--- config.mk ---
export PLATFORM = sky130hd
export DESIGN_NAME = cam_pixel_capture
export DESIGN_NICKNAME = d
export VERILOG_FILES = /design/src/rtl/cam_pkg.sv /design/src/rtl/cam_input_sync.sv /design/src/rtl/cam_pixel_capture.sv
export SDC_FILE = /design/constraint.sdc
export NUM_CORES = 1
export LEC_CHECK = 0
export CORE_MARGIN = 2
export CORE_UTILIZATION = 51
export CTS_BUF_LIST = sky130_fd_sc_hd__clkbuf_8
export CTS_CLUSTER_DIAMETER = 30
export DETAILED_ROUTE_END_ITERATION = 8
export GPL_ROUTABILITY_DRIVEN = 0
export PLACE_DENSITY = 0.8
export REMOVE_ABC_BUFFERS = 1
export SYNTH_ARGS = -nofsm -noshare
export SYNTH_HDL_FRONTEND = slang
export SYNTH_SLANG_ARGS = --single-unit
export TNS_END_PERCENT = 5
--- constraint.sdc ---
create_clock -name clk_i -period 1.8 [get_ports clk_i]
set_clock_uncertainty 0.05 [all_clocks]
set_input_delay 0.27 -clock clk_i [delete_from_list [all_inputs] [get_ports clk_i]]
set_output_delay 0.27 -clock clk_i [all_outputs]
set_load 0.03 [all_outputs]
--- src/rtl/cam_pkg.sv ---
// Shared definitions for the OV7670 pixel capture path.
//   PIX_W         : RGB565 pixel width
//   H/V_ACTIVE_DEF: default frame geometry (VGA)
//   CAM_BUS_W     : width of the raw camera bus {pclk, vsync, href, data[7:0]}
//   cap_state_e   : capture FSM states
package cam_pkg;
    localparam int PIX_W        = 16;
    localparam int H_ACTIVE_DEF = 640;
    localparam int V_ACTIVE_DEF = 480;
    localparam int CAM_BUS_W    = 11;

    localparam logic [1:0] ST_IDLE       = 2'd0;
    localparam logic [1:0] ST_WAIT_FRAME = 2'd1;
    localparam logic [1:0] ST_ACTIVE     = 2'd2;

    typedef enum logic [1:0] {
        IDLE       = ST_IDLE,
        WAIT_FRAME = ST_WAIT_FRAME,
        ACTIVE     = ST_ACTIVE
    } cap_state_e;
endpackage

--- src/rtl/cam_input_sync.sv ---
// Brings the asynchronous camera bus into the clk_i domain and derives
// edge strobes.
//   clk_i, rst_i             : system clock, async active-low reset
//   cam_*_i                  : raw camera PCLK/VSYNC/HREF/D[7:0]
//   href_o, data_o           : synchronized HREF/data, aligned with strobes
//   pclk_rise_o, vsync_rise_o, vsync_fall_o, href_fall_o : 1-cycle strobes
module cam_input_sync
    import cam_pkg::*;
#(
    parameter int SYNC_STAGES = 2
) (
    input  logic       clk_i,
    input  logic       rst_i,
    input  logic       cam_pclk_i,
    input  logic       cam_vsync_i,
    input  logic       cam_href_i,
    input  logic [7:0] cam_data_i,
    output logic       href_o,
    output logic [7:0] data_o,
    output logic       pclk_rise_o,
    output logic       vsync_rise_o,
    output logic       vsync_fall_o,
    output logic       href_fall_o
);
    localparam int PCLK_B  = 10;
    localparam int VSYNC_B = 9;
    localparam int HREF_B  = 8;

    // The whole bus moves through one shift register so that every bit
    // sees the same number of stages.
    logic [SYNC_STAGES-1:0][CAM_BUS_W-1:0] sync_q;
    logic [CAM_BUS_W-1:0] last;
    logic [CAM_BUS_W-1:0] dly_q;
    logic pclk_rise_q, vsync_rise_q, vsync_fall_q, href_fall_q;

    assign last = sync_q[SYNC_STAGES-1];

    // Strobes are registered in the same edge that moves 'last' into dly_q,
    // so a strobe and the bus value it refers to are visible together.
    always_ff @(posedge clk_i or negedge rst_i) begin
        if (!rst_i) begin
            sync_q       <= '0;
            dly_q        <= '0;
            pclk_rise_q  <= 1'b0;
            vsync_rise_q <= 1'b0;
            vsync_fall_q <= 1'b0;
            href_fall_q  <= 1'b0;
        end else begin
            sync_q       <= {sync_q[SYNC_STAGES-2:0],
                             {cam_pclk_i, cam_vsync_i, cam_href_i, cam_data_i}};
            dly_q        <= last;
            pclk_rise_q  <=  last[PCLK_B]  & ~dly_q[PCLK_B];
            vsync_rise_q <=  last[VSYNC_B] & ~dly_q[VSYNC_B];
            vsync_fall_q <= ~last[VSYNC_B] &  dly_q[VSYNC_B];
            href_fall_q  <= ~last[HREF_B]  &  dly_q[HREF_B];
        end
    end

    assign href_o       = dly_q[HREF_B];
    assign data_o       = dly_q[7:0];
    assign pclk_rise_o  = pclk_rise_q;
    assign vsync_rise_o = vsync_rise_q;
    assign vsync_fall_o = vsync_fall_q;
    assign href_fall_o  = href_fall_q;
endmodule

--- src/rtl/cam_pixel_capture.sv ---
// OV7670 parallel-bus capture: assembles RGB565 pixels with x/y coordinates
// and streams them out on valid/ready, checking frame geometry.
//   clk_i, rst_i        : system clock, async active-low reset
//   setup_done_i        : camera register setup finished; 0 holds block idle
//   capture_en_i        : frame capture enable, looked at on VSYNC fall only
//   cam_*_i             : camera PCLK/VSYNC/HREF/D[7:0] (asynchronous)
//   pix_*               : pixel stream, one-deep output register
//   frame_start/done_o  : 1-cycle frame pulses
//   line_err/frame_err/overflow_o : sticky faults, cleared by err_clr_i
module cam_pixel_capture
    import cam_pkg::*;
#(
    parameter int H_ACTIVE    = H_ACTIVE_DEF,
    parameter int V_ACTIVE    = V_ACTIVE_DEF,
    parameter int X_W         = 10,
    parameter int Y_W         = 9,
    parameter int SYNC_STAGES = 2
) (
    input  logic             clk_i,
    input  logic             rst_i,
    input  logic             setup_done_i,
    input  logic             capture_en_i,
    input  logic             cam_pclk_i,
    input  logic             cam_vsync_i,
    input  logic             cam_href_i,
    input  logic [7:0]       cam_data_i,
    output logic             pix_valid_o,
    input  logic             pix_ready_i,
    output logic [PIX_W-1:0] pix_data_o,
    output logic [X_W-1:0]   pix_x_o,
    output logic [Y_W-1:0]   pix_y_o,
    output logic             frame_start_o,
    output logic             frame_done_o,
    output logic             line_err_o,
    output logic             frame_err_o,
    output logic             overflow_o,
    input  logic             err_clr_i
);
    localparam logic [X_W-1:0] X_EXP = X_W'(H_ACTIVE);
    localparam logic [Y_W-1:0] Y_EXP = Y_W'(V_ACTIVE);
    localparam logic [X_W-1:0] X_MAX = '1;
    localparam logic [Y_W-1:0] Y_MAX = '1;

    logic       href_s, pclk_rise, vsync_rise, vsync_fall, href_fall;
    logic [7:0] data_s;

    cam_input_sync #(.SYNC_STAGES(SYNC_STAGES)) u_sync (
        .clk_i        (clk_i),
        .rst_i        (rst_i),
        .cam_pclk_i   (cam_pclk_i),
        .cam_vsync_i  (cam_vsync_i),
        .cam_href_i   (cam_href_i),
        .cam_data_i   (cam_data_i),
        .href_o       (href_s),
        .data_o       (data_s),
        .pclk_rise_o  (pclk_rise),
        .vsync_rise_o (vsync_rise),
        .vsync_fall_o (vsync_fall),
        .href_fall_o  (href_fall)
    );

    cap_state_e       state_q, state_d;
    logic [X_W-1:0]   x_q, x_d, pix_x_q, pix_x_d;
    logic [Y_W-1:0]   y_q, y_d, pix_y_q, pix_y_d;
    logic             phase_q, phase_d;
    logic [7:0]       hi_q, hi_d;
    logic             pix_valid_q, pix_valid_d;
    logic [PIX_W-1:0] pix_data_q, pix_data_d;
    logic             fs_q, fs_d, fd_q, fd_d;
    logic             line_err_q, line_err_d, frame_err_q, frame_err_d;
    logic             ovf_q, ovf_d;

    always_ff @(posedge clk_i or negedge rst_i) begin
        if (!rst_i) begin
            state_q     <= IDLE;
            x_q         <= '0;
            y_q         <= '0;
            phase_q     <= 1'b0;
            hi_q        <= '0;
            pix_valid_q <= 1'b0;
            pix_data_q  <= '0;
            pix_x_q     <= '0;
            pix_y_q     <= '0;
            fs_q        <= 1'b0;
            fd_q        <= 1'b0;
            line_err_q  <= 1'b0;
            frame_err_q <= 1'b0;
            ovf_q       <= 1'b0;
        end else begin
            state_q     <= state_d;
            x_q         <= x_d;
            y_q         <= y_d;
            phase_q     <= phase_d;
            hi_q        <= hi_d;
            pix_valid_q <= pix_valid_d;
            pix_data_q  <= pix_data_d;
            pix_x_q     <= pix_x_d;
            pix_y_q     <= pix_y_d;
            fs_q        <= fs_d;
            fd_q        <= fd_d;
            line_err_q  <= line_err_d;
            frame_err_q <= frame_err_d;
            ovf_q       <= ovf_d;
        end
    end

    always_comb begin
        state_d     = state_q;
        x_d         = x_q;
        y_d         = y_q;
        phase_d     = phase_q;
        hi_d        = hi_q;
        pix_valid_d = pix_valid_q;
        pix_data_d  = pix_data_q;
        pix_x_d     = pix_x_q;
        pix_y_d     = pix_y_q;
        fs_d        = 1'b0;
        fd_d        = 1'b0;
        line_err_d  = line_err_q;
        frame_err_d = frame_err_q;
        ovf_d       = ovf_q;

        // Clear first so an error detected in the same cycle still sets.
        if (err_clr_i) begin
            line_err_d  = 1'b0;
            frame_err_d = 1'b0;
            ovf_d       = 1'b0;
        end

        if (pix_valid_q && pix_ready_i) pix_valid_d = 1'b0;

        case (state_q)
            IDLE: begin
                if (setup_done_i) state_d = WAIT_FRAME;
            end
            WAIT_FRAME: begin
                if (vsync_fall && capture_en_i) begin
                    state_d = ACTIVE;
                    fs_d    = 1'b1;
                    x_d     = '0;
                    y_d     = '0;
                    phase_d = 1'b0;
                end
            end
            ACTIVE: begin
                if (pclk_rise && href_s) begin
                    if (!phase_q) begin
                        hi_d    = data_s;
                        phase_d = 1'b1;
                    end else begin
                        // A new pixel always loads; an accept in the same
                        // cycle means nothing was lost.
                        pix_valid_d = 1'b1;
                        pix_data_d  = {hi_q, data_s};
                        pix_x_d     = x_q;
                        pix_y_d     = y_q;
                        if (pix_valid_q && !pix_ready_i) ovf_d = 1'b1;
                        if (x_q != X_MAX) x_d = x_q + 1'b1;
                        phase_d = 1'b0;
                    end
                end
                if (href_fall) begin
                    if (x_q != X_EXP || phase_q) line_err_d = 1'b1;
                    x_d     = '0;
                    phase_d = 1'b0;
                    if (y_q != Y_MAX) y_d = y_q + 1'b1;
                end
                if (vsync_rise) begin
                    fd_d    = 1'b1;
                    if (y_q != Y_EXP) frame_err_d = 1'b1;
                    state_d = WAIT_FRAME;
                end
            end
            default: state_d = IDLE;
        endcase

        // Losing setup aborts whatever is in flight; sticky flags survive.
        if (!setup_done_i) begin
            state_d = IDLE;
            x_d     = '0;
            y_d     = '0;
            phase_d = 1'b0;
        end
    end

    assign pix_valid_o   = pix_valid_q;
    assign pix_data_o    = pix_data_q;
    assign pix_x_o       = pix_x_q;
    assign pix_y_o       = pix_y_q;
    assign frame_start_o = fs_q;
    assign frame_done_o  = fd_q;
    assign line_err_o    = line_err_q;
    assign frame_err_o   = frame_err_q;
    assign overflow_o    = ovf_q;
endmodule

==> results of run 1 <==
-- worst paths after layout --
| check | start | to | slack (ns) | depth (start not counted) |
|---|---|---|---|---|
| setup / recovery | y_q[1] | y_q[5] | -0.11 | 9 |
| hold / removal | cam_data_i[0] | u_sync.sync_q[0] | 0.29 | 1 |
| setup reg to reg | y_q[1] | y_q[5] | -0.11 | 9 |
| hold reg to reg | u_sync.last[2] | u_sync.dly_q[2] | 0.30 | 0 |
| max in group asynchronous | rst_i | pix_x_o[8] | 0.67 | 3 |
| min in group asynchronous | rst_i | pix_data_o[7] | 0.36 | 2 |
-- final cells by class --
type | count | share of cell area, %
Inverter | 12 | 0.8576
Multi-Input combinational cell | 173 | 25.49
Sequential cell | 108 | 51.45
Tap cell | 102 | 2.430
Timing Repair Buffer | 91 | 15.96
Clock buffer | 9 | 2.358
Clock inverter | 7 | 1.453
-- per-stage QoR --
step                setup slack, ns  total power [mW]  area [um^2]  instances
floorplan                   -0.2192             2.591         4044        293
global placement            -0.1331             2.708         4977        482
detailed placement          -0.3013             2.719         4977        482
CTS                        -0.04681             4.177         5213        500
global route                -0.1684             4.314         5253        502
finish                      -0.1057             4.135         5253        502
-- layer usage --
metal / part of all wire [%] / GRT usage [%] / wire [um]
met1: 43 / 25.97 / 3467
met2: 51 / 32.44 / 4112
met3: 3.5 / 3.451 / 280
met4: 2.3 / 8.696 / 189
met5: 0 / 0 / 0
-- worst max-delay path, stage by stage (launching register included) --
cell	delay (ns)
dfrtp_1	0.41
ha_2	0.19
nand2_2	0.09
nor3_4	0.05
ha_2	0.17
nand2b_4	0.14
and3_4	0.23
nor4_4	0.24
xnor2_1	0.15
nor2_1	0.06
-- registers in the layout, indices dropped and copies added (netlist names), 8 cells and up --
name           cells
u_sync.last       11
pix_data_o        16
u_sync.sync_q     11
x_q               10
u_sync.dly_q      11
hi_q               8
pix_x_o           10
pix_y_o            9
y_q                9
-- repair_timing --
| action | 4_1_cts | 5_1_grt |
|---|---|---|
| hold endpoints to repair | 35 | 0 |
| setup buffers | 1 | 2 |
| pin swaps | 3 | 2 |
| endpoints found under the setup margin | 9 | 16 |
| resized for setup | 6 | 9 |
| hold buffers | 1 | 0 |
-- kinds of logic (layout without fill, tap and decap cells) --
family / Yosys count / in the layout / share of synthesized area [%]
flip-flops: 108 / 108 / 65.65
AND/OR/NAND/NOR: 81 / 81 / 11.61
AO/OA/AOI/OAI: 44 / 44 / 6.930
multiplexers: 38 / 38 / 10.36
buffers and inverters: 24 / 119 / 2.857
adder cells (fa/ha/maj): 5 / 5 / 1.520
XOR/XNOR: 5 / 5 / 1.064
-- layout by cell type, fill, tap and decap left out, types with 3 or more instances in the layout --
cell type and instances:
dfrtp_1 108, clkdlybuf4s50_1 56, mux2_2 37, buf_4 33, nand2_1 19, o21ai_0 17
inv_1 13, nor2_1 13, nand3_1 9, clkbuf_8 9, nor2b_1 6, o31ai_1 6
xnor2_1 5, nand2b_1 4, nor3_1 4, nand4_1 4, o21ai_1 4, a31oi_1 3
a21oi_1 3, ha_1 3
-- synth_stat cells, types with 5 or more instances --
cell type and count:
xnor2_1 5, o31ai_1 6, ha_1 5, nand2b_1 5, o21ai_0 21, nor2_1 14
nand2_1 20, nor3_1 5, dfrtp_1 108, nand3_1 10, nor2b_1 6, inv_1 12
mux2_2 37
-- power breakdown --
group | switching [mW] | internal [mW]
Sequential | 0.0267 | 2.48
Clock | 0.807 | 0.656
Combinational | 0.0909 | 0.0739
==> impl_metrics.env, run 1 <==
export IMPL_status="finished with violations"
export IMPL_violations="setup timing"
export IMPL_io_pins=58
export IMPL_core_area_mm2=0.007767
export IMPL_crit_fanout=6
export IMPL_rows=32
export IMPL_fin_crit_ns=1.906
export IMPL_synthTopCellsByArea="dfrtp_1 (66%), mux2_2 (10%), o21ai_0 (2.6%), nand2_1 (1.8%), ha_1 (1.5%)"
export IMPL_postRouteAntennaNets=0
export IMPL_timing_hold_ws_ns=0.2883
export IMPL_htree_levels=3
export IMPL_cts_buffers=9
export IMPL_multi_input_area_mm2=0.001339
export IMPL_place_port_buffers=57
export IMPL_drv_slew=0
export IMPL_drc=0
export IMPL_relSlewSlack_pct=65.53
export IMPL_seq_area_mm2=0.002703
export IMPL_synthFlopType="dfrtp_1"
export IMPL_hold_viol=0
export IMPL_cts_tree="yes"
export IMPL_arrival_ns=2.09
export IMPL_cellPowerDensity_mw_per_mm2=787.2
export IMPL_synth_cell_area_mm2=0.004116
export IMPL_post_drt_wl_per_cell_um=16.03
export IMPL_setup_viol=9
export IMPL_antenna_found_initial=0
export IMPL_timing_final_crit_share_pct=105.9
export IMPL_globalRouteOverflowTotal=0
export IMPL_finalWorstSetupSlack_ns=-0.1057
export IMPL_final_nets=417
export IMPL_seq_area_frac_synth_pct=65.65
export IMPL_vias=2708
export IMPL_root_buffer="clkbuf_8"
export IMPL_drt_wl_total_um=8049
export IMPL_synth_top_area_cell="dfrtp_1"
export IMPL_critical_path_startpoint_type="register"
export IMPL_grt_total_usage_pct=19.77
export IMPL_start_util_pct=53.00
export IMPL_hpwl_um=5539
export IMPL_syn_to_final_growth_pct=27.60
export IMPL_drive_above_1_share_pct=26.50
export IMPL_worstSetupPathType="reg -> reg"
export IMPL_syn_inst=305
export IMPL_ir_worst_vdd_mv=0.4185
export IMPL_antenna_cells=0
export IMPL_async_flop_share_pct=100.0
export IMPL_grt_max_degree=40
export IMPL_clk_pin_slew_ns=0.10
export IMPL_fillers=556
export IMPL_syn_area_per_cell_um2=13.50
export IMPL_grt_setup_unrepaired="true"
export IMPL_p_leak_nw=2.396
export IMPL_grt_pass1_vias=2782
export IMPL_grt_pass1_wl_um=13410
export IMPL_synth_top_area_share_pct=65.65
export IMPL_final_util_pct=67.62
export IMPL_fin_setup_tns_ns=-0.6365
export IMPL_synth_seq_cells=108
export IMPL_drt_vias_per_instance=5.394
export IMPL_clockBufferDepth=2
export IMPL_maxCapViolCount=0
export IMPL_clk_latency_ns=0.36
export IMPL_synth_cell_types=43
export IMPL_drtIter0Drc=146
export IMPL_die_w_um=93.84
export IMPL_hold_class="in -> reg"
export IMPL_max_slew_worst_pin_slew_ns=0.5170
export IMPL_die_h_um=93.84
export IMPL_fp_dieArea_mm2=0.008806
export IMPL_cp_required_ns=1.99
export IMPL_first_pass_iters=4
export IMPL_timing_fmax_ghz=0.5247
export IMPL_yosysWarningCount=0
export IMPL_synth_edf_count=0
export IMPL_cts_num_sinks=108
export IMPL_end_kind="register"
Note: power is estimated with default switching activity, not from simulation.
==> run 2, diff against run 1 <==
Settings changed: CORE_ASPECT_RATIO from default to 0.9, CORE_UTILIZATION 51 to 50, PLACE_DENSITY 0.8 to 0.79.
==> run 2 against run 1 <==
Wire length is 7.2% lower. Register-to-register slack gained 0.08 ns. Largest power group unchanged. Critical endpoint unchanged. The flow still finishes with violations (setup timing). Die area up 1.9%. Fmax rose by 4.1%. Critical path type unchanged.
==> impl_metrics.env, run 2 (synthesis gave the netlist of run 1 again) <==
export IMPL_postPlaceCellArea_mm2=0.004976
export IMPL_p_leak_nw=2.417
export IMPL_crit_fanout=6
export IMPL_hold_class="in -> reg"
export IMPL_io_pins=58
export IMPL_layout_common_cells="dfrtp_1 (108), clkdlybuf4s50_1 (53), mux2_2 (37)"
export IMPL_drtIter0Drc=111
export IMPL_stdcell_area_mm2=0.005200
export IMPL_core_area_mm2=0.008029
export IMPL_critical_path_startpoint_type="register"
export IMPL_first_pass_iters=4
export IMPL_timing_fmax_ghz=0.5462
export IMPL_r2r_end="y_q[5]"
export IMPL_drc=0
export IMPL_timing_final_crit_share_pct=101.7
export IMPL_arrival_ns=2.03
export IMPL_grt_pass1_wl_um=13100
export IMPL_clk_latency_ns=0.36
export IMPL_syn_to_final_growth_pct=26.32
export IMPL_setup_viol=4
export IMPL_drt_vias_per_instance=5.338
export IMPL_clk_pin_slew_ns=0.10
export IMPL_end_kind="register"
export IMPL_reg2reg_from="y_q[0]"
export IMPL_drv_slew=0
export IMPL_globalRouteOverflowTotal=0
export IMPL_gr_max_usage_layer="met2"
export IMPL_die_w_um=99.65
export IMPL_grt_max_degree=43
export IMPL_htree_levels=3
export IMPL_gr_usage_met2_pct=28.89
export IMPL_violations="setup timing"
export IMPL_fp_dieArea_mm2=0.008976
export IMPL_antenna_cells=0
export IMPL_cts_tree="yes"
export IMPL_drt_wl_total_um=7471
export IMPL_hold_end="u_sync.sync_q[7]"
export IMPL_post_drt_wl_per_cell_um=15.12
export IMPL_largest_register_ffs=16
export IMPL_reg2reg_slack_ns=-0.03
export IMPL_start_util_pct=51.27
export IMPL_multi_input_area_mm2=0.001314
export IMPL_seq_area_mm2=0.002703
export IMPL_hold_path_depth=1
export IMPL_clockBufferDepth=2
export IMPL_dp_slack_ns=-0.2202
export IMPL_cts_buffers=9
export IMPL_power_total_mw=3.984
export IMPL_max_slew_worst_pin_slew_ns=0.4094
export IMPL_antenna_found_initial=0
export IMPL_grt_use_met1_pct=25.74
export IMPL_vias=2637
export IMPL_rows=31
export IMPL_cp_required_ns=2.00
export IMPL_ir_worst_vdd_mv=0.6108
export IMPL_finalWorstSetupSlack_ns=-0.03074
export IMPL_place_port_buffers=57
export IMPL_hpwl_um=5278
export IMPL_met3_usage_pct=5.832
export IMPL_status="finished with violations"
export IMPL_grt_setup_unrepaired="true"
export IMPL_cellPowerDensity_mw_per_mm2=766.2
export IMPL_drive_above_1_share_pct=24.30
export IMPL_die_h_um=90.08
export IMPL_maxCapViolCount=0
export IMPL_final_common_cell="dfrtp_1"
export IMPL_final_nets=413
export IMPL_reg2regPathDepth=9
export IMPL_postRouteAntennaNets=0
export IMPL_grt_total_usage_pct=18.64
export IMPL_hp_start="cam_data_i[7]"
export IMPL_worstSetupPathType="reg -> reg"
export IMPL_root_buffer="clkbuf_8"
export IMPL_relSlewSlack_pct=72.71
export IMPL_fillers=608
export IMPL_hold_viol=0
export IMPL_cts_num_sinks=108
export IMPL_fin_crit_ns=1.831
export IMPL_grt_pass1_vias=2698
[run 2: cell types whose count changed in the layout (fill, tap and decap cells not counted), sizes merged]
cell / delta
clkinv: +2
clkinvlp: -1
clkdlybuf4s50: -3
inv: -1
buf: -4
bufinv: -1
dlymetal6s2s: +3
[run 2: layer usage]
| metal | wire length (um) | up-vias |
|---|---|---|
| met2 | 3836 | 69 |
| met1 | 3209 | 1329 |
| met3 | 329 | 9 |
| met4 | 96 | 0 |
| li1 | - | 1230 |
| met5 | 0 | - |
[run 2: stage by stage]
step / TNS, ns / util [%] / instances / hold slack [ns]
after floorplan: -5.888 / - / 293 / -0.07559
after global placement: -1.236 / 61.98 / 476 / 0.1727
after detailed placement: -2.323 / 61.98 / 476 / 0.1796
after CTS: -0.04933 / 64.58 / 493 / 0.2613
after global routing: -1.405 / 64.77 / 494 / 0.2555
final: -0.06934 / 64.77 / 494 / 0.2835
[run 2: area by class of cell]
class / count / share of cell area (%)
sequential: 108 / 51.97
clock inverter: 6 / 0.9625
clock buffer: 9 / 2.382
timing repair buffer: 87 / 16.17
multi-input combinational: 173 / 25.26
inverter: 12 / 0.8662
tap: 99 / 2.382
[run 2: worst max-delay path, stage by stage, from the launching register on]
cell and delay (ns):
dfrtp_1 0.40, ha_2 0.19, nand2_1 0.06, nor3_1 0.05, ha_1 0.16, nand2b_1 0.13, and3_4 0.23, nor4_4 0.22
xnor2_1 0.15, nor2_1 0.07
[run 2: where the power goes]
part / switching (mW) / internal, mW
clock: 0.806 / 0.512
sequential: 0.0247 / 2.48
combinational: 0.0877 / 0.0736
total: 0.918 / 3.07
[run 2: worst max-delay path by stage]
stage	startpoint	endpoint	slack, ns	cells after the start
global route	y_q[0]	y_q[5]	-0.14	9
finish	y_q[0]	y_q[5]	-0.03	9
CTS	y_q[1]	y_q[5]	-0.03	9
floorplan	state_q[0]	pix_data_o[10]	-0.22	3
global placement	y_q[1]	y_q[8]	-0.12	9
detailed placement	y_q[1]	y_q[0]	-0.22	9
[run 2: repair_timing]
item,in CTS,in global routing
endpoints found under the hold margin,28,0
setup buffers,1,1
endpoints found under the setup margin,11,19
pin swaps,3,0
hold buffers,1,0
gates resized for setup,5,5
==> run 3, diff against run 2 <==
--- a/config.mk
+++ b/config.mk
@@ -6,4 +6,5 @@
 export NUM_CORES = 1
 export LEC_CHECK = 0
+export CAP_MARGIN = 20
 export CORE_ASPECT_RATIO = 0.9
 export CORE_MARGIN = 2
@@ -15,4 +16,5 @@
 export PLACE_DENSITY = 0.79
 export REMOVE_ABC_BUFFERS = 1
+export SLEW_MARGIN = 20
 export SYNTH_ARGS = -nofsm -noshare
 export SYNTH_HDL_FRONTEND = slang
==> constraint.sdc (replaced) <==
create_clock -name clk_i -period 1.8 [get_ports clk_i]
set_clock_uncertainty 0.05 [all_clocks]
set_input_delay 0.45 -clock clk_i [delete_from_list [all_inputs] [get_ports clk_i]]
set_output_delay 0.45 -clock clk_i [all_outputs]
set_load 0.03 [all_outputs]
==> run 3 against run 2 <==
The run still ends with setup timing left. Fmax shrank 0.70%. Count of clock-buffer cells in the layout unchanged. Worst setup slack worse by 0.013 ns. Non-clock buffer count fell by 1. Hold slack got worse by 0.20 ns. Register-to-register slack about the same. Core utilization is 0.83 points lower. Critical path depth unchanged. Critical path type unchanged. Critical endpoint unchanged. Largest power group unchanged. Highest routed layer unchanged.
==> impl_metrics.env, run 3 (synthesis gave the netlist of run 1 again) <==
export IMPL_status="finished with violations"
export IMPL_violations="setup timing"
export IMPL_reg2reg_from="y_q[1]"
export IMPL_grt_pass1_vias=2670
export IMPL_hold_viol=0
export IMPL_end_kind="register"
export IMPL_final_common_cell="dfrtp_1"
export IMPL_max_slew_worst_pin_slew_ns=0.5415
export IMPL_drv_slew=0
export IMPL_setup_viol=3
export IMPL_drc=0
export IMPL_clk_pin_slew_ns=0.10
export IMPL_vias=2631
export IMPL_p_leak_nw=2.547
export IMPL_ir_worst_vdd_mv=0.4846
export IMPL_root_buffer="clkbuf_8"
export IMPL_cts_buffers=9
export IMPL_core_area_mm2=0.008029
export IMPL_cp_common_cell="ha_2"
export IMPL_power_total_mw=4.015
export IMPL_cp_depth=9
export IMPL_fin_crit_ns=1.844
export IMPL_cts_tree="yes"
export IMPL_cts_num_sinks=108
export IMPL_die_h_um=90.08
export IMPL_relSlewSlack_pct=63.90
export IMPL_fillers=616
export IMPL_hpwl_um=4932
export IMPL_path_cells="ha_2, nand2_2, nor3_2, ha_2, nand2b_1, and3_4, nor4_4, xnor2_1, nor2_1"
export IMPL_arrival_ns=2.04
export IMPL_timing_fmax_ghz=0.5424
export IMPL_drt_wl_total_um=7075
export IMPL_final_nets=412
export IMPL_swShare_pct=23.46
export IMPL_grt_pass1_wl_um=12150
export IMPL_io_pins=58
export IMPL_worst_path_max_delay_cell="dfrtp_1"
export IMPL_fp_dieArea_mm2=0.008976
export IMPL_crit_fanout=6
export IMPL_maxCapViolCount=0
export IMPL_critical_path_startpoint_type="register"
export IMPL_p_sw_uw=942.1
export IMPL_timing_hold_ws_ns=0.08798
export IMPL_clockBufferDepth=2
export IMPL_max_stage_delay_ns=0.41
export IMPL_cp_required_ns=2.00
export IMPL_first_pass_iters=4
export IMPL_post_drt_wl_per_cell_um=14.35
export IMPL_antenna_cells=0
export IMPL_clk_latency_ns=0.37
export IMPL_grt_setup_unrepaired="true"
export IMPL_cpLargestDelayFamily="simple AND/OR/NAND/NOR gates"
export IMPL_syn_to_final_growth_pct=24.71
export IMPL_globalRouteOverflowTotal=0
export IMPL_r2r_end="y_q[5]"
export IMPL_die_w_um=99.65
export IMPL_worstSetupPathType="reg -> reg"
export IMPL_drt_vias_per_instance=5.337
export IMPL_postRouteAntennaNets=0
export IMPL_clockPowerShare_pct=33.9
export IMPL_crit_buf_inv=0
export IMPL_reg2reg_slack_ns=-0.04
export IMPL_start_util_pct=51.27
export IMPL_layout_common_cells="dfrtp_1 (108), dlygate4sd2_1 (41), mux2_2 (37)"
export IMPL_drive_above_1_share_pct=25.89
export IMPL_hold_class="in -> async"
export IMPL_htree_levels=3
export IMPL_cts_hold_buf=0
export IMPL_largest_register_ffs=16
export IMPL_cellPowerDensity_mw_per_mm2=782.2
export IMPL_grt_max_degree=109
export IMPL_grt_total_usage_pct=17.00
export IMPL_stdcell_area_mm2=0.005134
export IMPL_reg2regPathDepth=9
export IMPL_timing_final_crit_share_pct=102.4
export IMPL_antenna_found_initial=0
export IMPL_postPlaceCellArea_mm2=0.004959
export IMPL_rows=31
export IMPL_internal_power_mw=3.073
export IMPL_comb_power_share_pct=3.7
export IMPL_final_util_pct=63.94
export IMPL_drtIter0Drc=78
export IMPL_place_port_buffers=57
export IMPL_finalWorstSetupSlack_ns=-0.04367
export IMPL_power_share_sequential_pct=62.4
-- run 3: timing repair --
action                                  CTS  global route
pin swaps                                 6             3
gates resized for setup                  48             9
endpoints found under the setup margin   50            16
setup buffers                             0             1
endpoints found under the hold margin     0             0
-- run 3: through the flow --
stage                     instances   TNS, ns  setup slack [ns]
after CTS                       492  -0.04629          -0.02409
after floorplan                 293    -5.888           -0.2192
after global routing            493   -0.8737           -0.1094
after detailed placement        477    -3.906           -0.3028
after global placement          477    -3.109           -0.2254
final                           493  -0.06841          -0.04367
-- run 3: area by class of cell --
class / count / area, um^2 / area share (%)
Tap cell: 99 / 123.9 / 2.413
Clock inverter: 6 / 56.30 / 1.097
Clock buffer: 9 / 123.9 / 2.413
Inverter: 12 / 45.04 / 0.8774
Timing Repair Buffer: 86 / 747.0 / 14.55
Multi-Input combinational cell: 173 / 1335 / 26.01
Sequential cell: 108 / 2703 / 52.64
-- run 3: worst max path at each step --
stage / slack (ns) / start / end
final: -0.04 / y_q[1] / y_q[5]
after global routing: -0.11 / y_q[1] / y_q[7]
after CTS: -0.02 / y_q[1] / y_q[5]
after detailed placement: -0.30 / capture_en_i / x_q[9]
after global placement: -0.23 / capture_en_i / x_q[2]
after floorplan: -0.22 / state_q[0] / pix_data_o[10]
-- run 3: worst reg2reg max path, cell delays in order, from the launching register on --
cell	delay (ns)
dfrtp_1	0.41
ha_2	0.21
nand2_2	0.07
nor3_2	0.04
ha_2	0.17
nand2b_1	0.14
and3_4	0.22
nor4_4	0.22
xnor2_1	0.15
nor2_1	0.05
-- run 3: power by group through the flow --
stage          clock, mW  combinational [mW]  sequential (mW)
2_1_floorplan          0              0.0423             2.55
3_3_place_gp           0               0.146             2.55
3_5_place_dp           0               0.151             2.55
4_1_cts             1.41               0.152             2.51
5_1_grt             1.49               0.168             2.51
6_report            1.36               0.149             2.51
-- run 3: layer usage --
layer	vias up	wire length, um	part of all wire [%]	track usage, %
li1	1238	-	-	-
met1	1309	3182	45	22.43
met2	71	3454	49	27.31
met3	13	307	4.3	4.510
met4	0	131	1.9	5.936
met5	-	0	0	0
